<file path="src/rtl/sdram_pixel_writer.sv">
// rtl/sdram_pixel_writer.sv - buffers a 24-bit pixel stream and writes it to SDRAM
// in granted bursts of single-word WRITE commands, addressing the frame linearly.
module sdram_pixel_writer #(
  parameter int          BURST_LEN  = 8,
  parameter int          FIFO_DEPTH = 16,
  parameter logic [21:0] FRAME_BASE = 22'd0,
  parameter int          FRAME_PX   = 384000
) (
  input  logic        clk,
  input  logic        reset_n,
  input  logic [23:0] pix_data,
  input  logic        pix_sof,
  input  logic        pix_valid,
  output logic        pix_ready,
  input  logic        flush,
  output logic        bus_req,
  input  logic        bus_grant,
  output logic [1:0]  command,
  output logic [21:0] data_address,
  output logic [31:0] data_write,
  input  logic        data_write_done,
  output logic        frame_done,
  output logic        busy
);
  localparam int          AW        = $clog2(FIFO_DEPTH);
  localparam int          CW        = AW + 1;
  localparam int          BW        = $clog2(BURST_LEN) + 1;
  localparam logic [21:0] LAST_ADDR = FRAME_BASE + 22'(FRAME_PX - 1);

  typedef enum logic [1:0] {S_IDLE, S_REQ, S_LOAD, S_WRITE} state_t;

  logic [24:0]   mem_q [FIFO_DEPTH];
  logic [AW-1:0] wr_ptr_q, rd_ptr_q;
  logic [CW-1:0] count_q, count_d;
  state_t        state_q;
  logic [BW-1:0] burst_q, load_words;
  logic [21:0]   next_addr_q, data_address_q, addr_after, load_addr;
  logic [31:0]   data_write_q;
  logic [1:0]    command_q;
  logic          bus_req_q, frame_done_q;
  logic          push, pop, at_last;
  logic [24:0]   head;

  assign pix_ready  = (count_q < CW'(FIFO_DEPTH));
  assign push       = pix_valid && pix_ready;
  assign pop        = (state_q == S_LOAD) ||
                      (state_q == S_WRITE && data_write_done && burst_q > BW'(1));
  assign head       = mem_q[rd_ptr_q];
  assign at_last    = (data_address_q == LAST_ADDR);
  assign addr_after = at_last ? FRAME_BASE : data_address_q + 22'd1;
  // A back-to-back load continues from the word just completed, not the stale next_addr_q.
  assign load_addr  = head[24] ? FRAME_BASE :
                      ((state_q == S_WRITE) ? addr_after : next_addr_q);
  assign load_words = (count_q >= CW'(BURST_LEN)) ? BW'(BURST_LEN) : BW'(count_q);

  always_comb begin
    count_d = count_q;
    if (push && !pop)
      count_d = count_q + CW'(1);
    else if (!push && pop)
      count_d = count_q - CW'(1);
  end

  always_ff @(posedge clk) begin
    if (push)
      mem_q[wr_ptr_q] <= {pix_sof, pix_data};
  end

  always_ff @(posedge clk or negedge reset_n) begin
    if (!reset_n) begin
      wr_ptr_q <= '0;
      rd_ptr_q <= '0;
      count_q  <= '0;
    end else begin
      if (push)
        wr_ptr_q <= wr_ptr_q + AW'(1);
      if (pop)
        rd_ptr_q <= rd_ptr_q + AW'(1);
      count_q <= count_d;
    end
  end

  always_ff @(posedge clk or negedge reset_n) begin
    if (!reset_n) begin
      state_q        <= S_IDLE;
      burst_q        <= '0;
      next_addr_q    <= FRAME_BASE;
      data_address_q <= FRAME_BASE;
      data_write_q   <= '0;
      command_q      <= 2'd0;
      bus_req_q      <= 1'b0;
      frame_done_q   <= 1'b0;
    end else begin
      frame_done_q <= 1'b0;
      case (state_q)
        S_IDLE: begin
          if (count_q >= CW'(BURST_LEN) || (flush && count_q != '0)) begin
            state_q   <= S_REQ;
            bus_req_q <= 1'b1;
          end
        end
        S_REQ: begin
          if (bus_grant)
            state_q <= S_LOAD;
        end
        S_LOAD: begin
          data_address_q <= load_addr;
          data_write_q   <= {8'h00, head[23:0]};
          burst_q        <= load_words;
          command_q      <= 2'd1;
          state_q        <= S_WRITE;
        end
        S_WRITE: begin
          if (data_write_done) begin
            next_addr_q  <= addr_after;
            frame_done_q <= at_last;
            burst_q      <= burst_q - BW'(1);
            if (burst_q > BW'(1)) begin
              data_address_q <= load_addr;
              data_write_q   <= {8'h00, head[23:0]};
            end else begin
              command_q <= 2'd0;
              bus_req_q <= 1'b0;
              state_q   <= S_IDLE;
            end
          end
        end
        default: state_q <= S_IDLE;
      endcase
    end
  end

  assign bus_req      = bus_req_q;
  assign command      = command_q;
  assign data_address = data_address_q;
  assign data_write   = data_write_q;
  assign frame_done   = frame_done_q;
  assign busy         = (state_q != S_IDLE) || (count_q != '0);
endmodule

</file>
<file path="config.mk">
export PLATFORM = sky130hd
export DESIGN_NAME = sdram_pixel_writer
export DESIGN_NICKNAME = d
export VERILOG_FILES = /design/src/rtl/sdram_pixel_writer.sv
export SDC_FILE = /design/constraint.sdc
export NUM_CORES = 1
export LEC_CHECK = 0
export BUFFER_PORTS_ARGS = -buffer_cell sky130_fd_sc_hd__buf_2
export CAP_MARGIN = 40
export CORE_ASPECT_RATIO = 1.1
export CORE_UTILIZATION = 28
export DETAILED_ROUTE_END_ITERATION = 8
export PLACE_DENSITY = 0.47
export SLEW_MARGIN = 30
export SYNTH_ARGS = -nofsm -noshare
export SYNTH_HDL_FRONTEND = slang
export SYNTH_SLANG_ARGS = --single-unit
</file>
<file path="constraint.sdc">
create_clock -name clk -period 3.4 [get_ports clk]
set_input_delay 0.17 -clock clk [delete_from_list [all_inputs] [get_ports clk]]
set_output_delay 0.17 -clock clk [all_outputs]
set_load 0.005 [all_outputs]
</file>
==> impl_metrics.json <==
{
  "multi_input_area_sq_um": 5300,
  "crit_path_cell_trace": "inv_1 > ha_1 > nor2_1 > o311ai_1 > nand2b_1 > inv_1 > ha_1 > inv_1 > fa_1 > a21o_1 > a21oi_1 > xnor2_1 > nor2_1 > xnor2_1",
  "place_congestion": 0.752,
  "peakVddDrop_v": 0.000450,
  "cpMostUsedCell": "inv_1",
  "grt_max_degree": 62,
  "htree_levels": 2,
  "cts-resized-gates": 0,
  "fin_nets": 1329,
  "p_leak_nw": 8.22,
  "hp-class": "in2reg",
  "arrival_ns": 3.41,
  "worst_pin_slew_ns": 0.797,
  "yosysWarnings": 0,
  "r2r_cells": 14,
  "clock_latency_ns": 0.62,
  "period_share": 0.864,
  "finClkSkew_ns": 0.0366,
  "stdcell_area_sq_um": 23900,
  "die_h_microns": 282,
  "hold_depth": 4,
  "crit_path_end_kind": "register",
  "synthTopCellsByArea": "edfxtp_1 (60%), dfrtp_1 (11%), mux4_2 (11%)",
  "finish.utilization": 0.340,
  "fin_crit_ns": 2.94,
  "antenna_found_initial": 1,
  "root_buffer": "clkbuf_16",
  "portBuffers": 81,
  "ys_types": 54,
  "ant_nets": 0,
  "drt_wl_total_microns": 48500,
  "vias_per_cell": 4.74,
  "via_count": 10732,
  "place_area_sq_um": 21700,
  "register_area_sq_um": 14300,
  "synth_edf_count": 400,
  "slew_violations": 0,
  "routedWlPerCell_microns": 21.5,
  "synthMostInstantiatedCell": "edfxtp_1",
  "cts_hold_buffers": 27,
  "cts_tree": "done",
  "drtIter0Drc": 798,
  "synthTopCellsByCount": "edfxtp_1 (400), mux4_2 (100), dfrtp_1 (90)",
  "p_per_area_nw_per_um2": 818,
  "critPathLaunchType": "register",
  "syn_area_sq_um": 19900,
  "yosysTopAreaCell": "edfxtp_1",
  "max_slew_margin": 0.469,
  "ys_seq_elements": 490,
  "syn_inst": 1136,
  "path_max_fanout": 4,
  "postCtsSetupRepairBufs": 0,
  "dr.pass1.iters": 4,
  "grt_pass1_wl_microns": 73100,
  "initial_core_util": 0.283,
  "num_rows": 102,
  "outcome": "finished clean",
  "synth-seq-area-share": 0.717,
  "syn_avg_cell_area_sq_um": 17.5,
  "track_usage": 0.136,
  "path_class": "reg2reg",
  "ys_async_sr_fraction": 0.184,
  "areaGrowthSynthToFinish_pct": 20.3,
  "crit_slowest_cell": "fa_1",
  "globalRouteOverflowTotal": 0,
  "ios": 91,
  "dieArea_sq_um": 72200,
  "required_ns": 3.87,
  "die_w_microns": 256,
  "hold_viol": 0,
  "fillers": 6687,
  "cts.sinks": 490,
  "grt_pass1_vias": 11278,
  "rsz0062_at_grt": "no",
  "yosysTopAreaCellShare": 0.603,
  "holdWs_ns": 0.0489,
  "finalSetupViolCount": 0,
  "fmax_mhz": 340,
  "drv_cap": 0,
  "tns_ns": 0,
  "clock_path_buffers": 3,
  "numCtsBuffers": 56,
  "dpl.hpwl_microns": 28700,
  "core_sq_um": 70300,
  "drive_above_1_share": 0.249,
  "synth_flop_cell": "edfxtp_1",
  "clk_pin_slew_ns": 0.06,
  "drc": 0,
  "critical-path-max-stage-delay_ns": 0.42
}
state kept, by name (all words and copies together) (netlist names):
register	count
mem_q	400
data_write	24
data_address	22
next_addr_q	22
count_q	5
burst_q	4
rd_ptr_q	4
wr_ptr_q	4
state_q	2
bus_req	1
command	1
frame_done	1
routing by layer:
layer	up-vias	wire (microns)	GRT usage
met4	2	797	0.0344
met3	64	1780	0.0234
met1	5672	21300	0.174
met5	-	13	0
li1	4796	-	-
met2	198	24600	0.238
metrics by stage:
| stage | cells | power, mW | setup slack [ns] |
|---|---|---|---|
| after floorplan | 1144 | 11.5 | 0.518 |
| after global placement | 2131 | 13.5 | 0.578 |
| after detailed placement | 2131 | 13.5 | 0.465 |
| after CTS | 2260 | 19.9 | 0.428 |
| after global routing | 2260 | 20.6 | 0.224 |
| final | 2262 | 19.6 | 0.461 |
final cells by class:
class | instances | share of cell area
multi-input combinational | 563 | 0.221
inverter | 17 | 0.00267
tap | 936 | 0.0489
sequential | 490 | 0.596
timing repair buffer | 152 | 0.0484
antenna | 2 | 0.000209
clock inverter | 24 | 0.0169
clock buffer | 78 | 0.0654
final timing paths:
kind	start	endpoint	slack, ns
max	burst_q[1]	count_q[4]	0.46
min	bus_grant	state_q[0]	0.05
max reg2reg	burst_q[1]	count_q[4]	0.46
min reg2reg	next_addr_q[15]	next_addr_q[15]	0.48
max in group asynchronous	reset_n	bus_req	2.41
min in group asynchronous	reset_n	data_address[13]	0.19
placed cells by master (no fill, tap or decap), drive strengths merged, types with 5 or more instances in the layout:
master / netlist / final
a211oi: 24 / 24
a21o: 11 / 11
a21oi: 16 / 16
a311oi: 25 / 25
a31oi: 17 / 17
and2: 43 / 43
and3: 5 / 5
buf: 26 / 125
bufinv: 0 / 9
clkbuf: 48 / 78
clkinv: 0 / 12
conb: 1 / 9
dfrtp: 90 / 90
dlygate4sd3: 0 / 27
edfxtp: 400 / 400
ha: 17 / 17
inv: 17 / 18
mux2i: 30 / 30
mux4: 100 / 100
nand2: 62 / 62
nand2b: 7 / 7
nand3: 9 / 9
nand4: 9 / 9
nor2: 44 / 44
nor2b: 13 / 13
nor3: 6 / 6
nor4: 6 / 6
o21ai: 33 / 33
o31ai: 9 / 9
or3: 8 / 8
or4: 5 / 5
xnor2: 15 / 15
xor2: 10 / 10
worst max-delay path, delay by kind of cell, from the launching register on:
family,cells,cell delay (ns)
adder cells (fa/ha/maj),3,0.82
AND/OR/NAND/NOR,3,0.33
flip-flops,1,0.39
buffers and inverters,3,0.36
AO/OA/AOI/OAI,3,0.65
XOR/XNOR,2,0.27
power breakdown:
group | total (mW) | switching, mW | internal, mW | leakage, nW
Sequential | 7.75 | 0.523 | 7.22 | 4.72
Combinational | 5.50 | 3.02 | 2.47 | 2.55
Clock | 6.34 | 2.43 | 3.91 | 0.950
Total | 19.6 | 5.97 | 13.6 | 8.22
logic make-up (layout without fill, tap and decap cells):
kind of cell             count (synthesis)  after routing  share of synthesized area
flip-flops                             490            490                      0.717
AND/OR/NAND/NOR                        223            223                     0.0574
AO/OA/AOI/OAI                          155            155                     0.0535
multiplexers                           133            133                      0.130
buffers and inverters                   91            271                     0.0197
XOR/XNOR                                25             25                     0.0110
adder cells (fa/ha/maj)                 18             18                     0.0117
other                                    1             11                   0.000188
No activity file was read; power rests on OpenSTA's default activity.
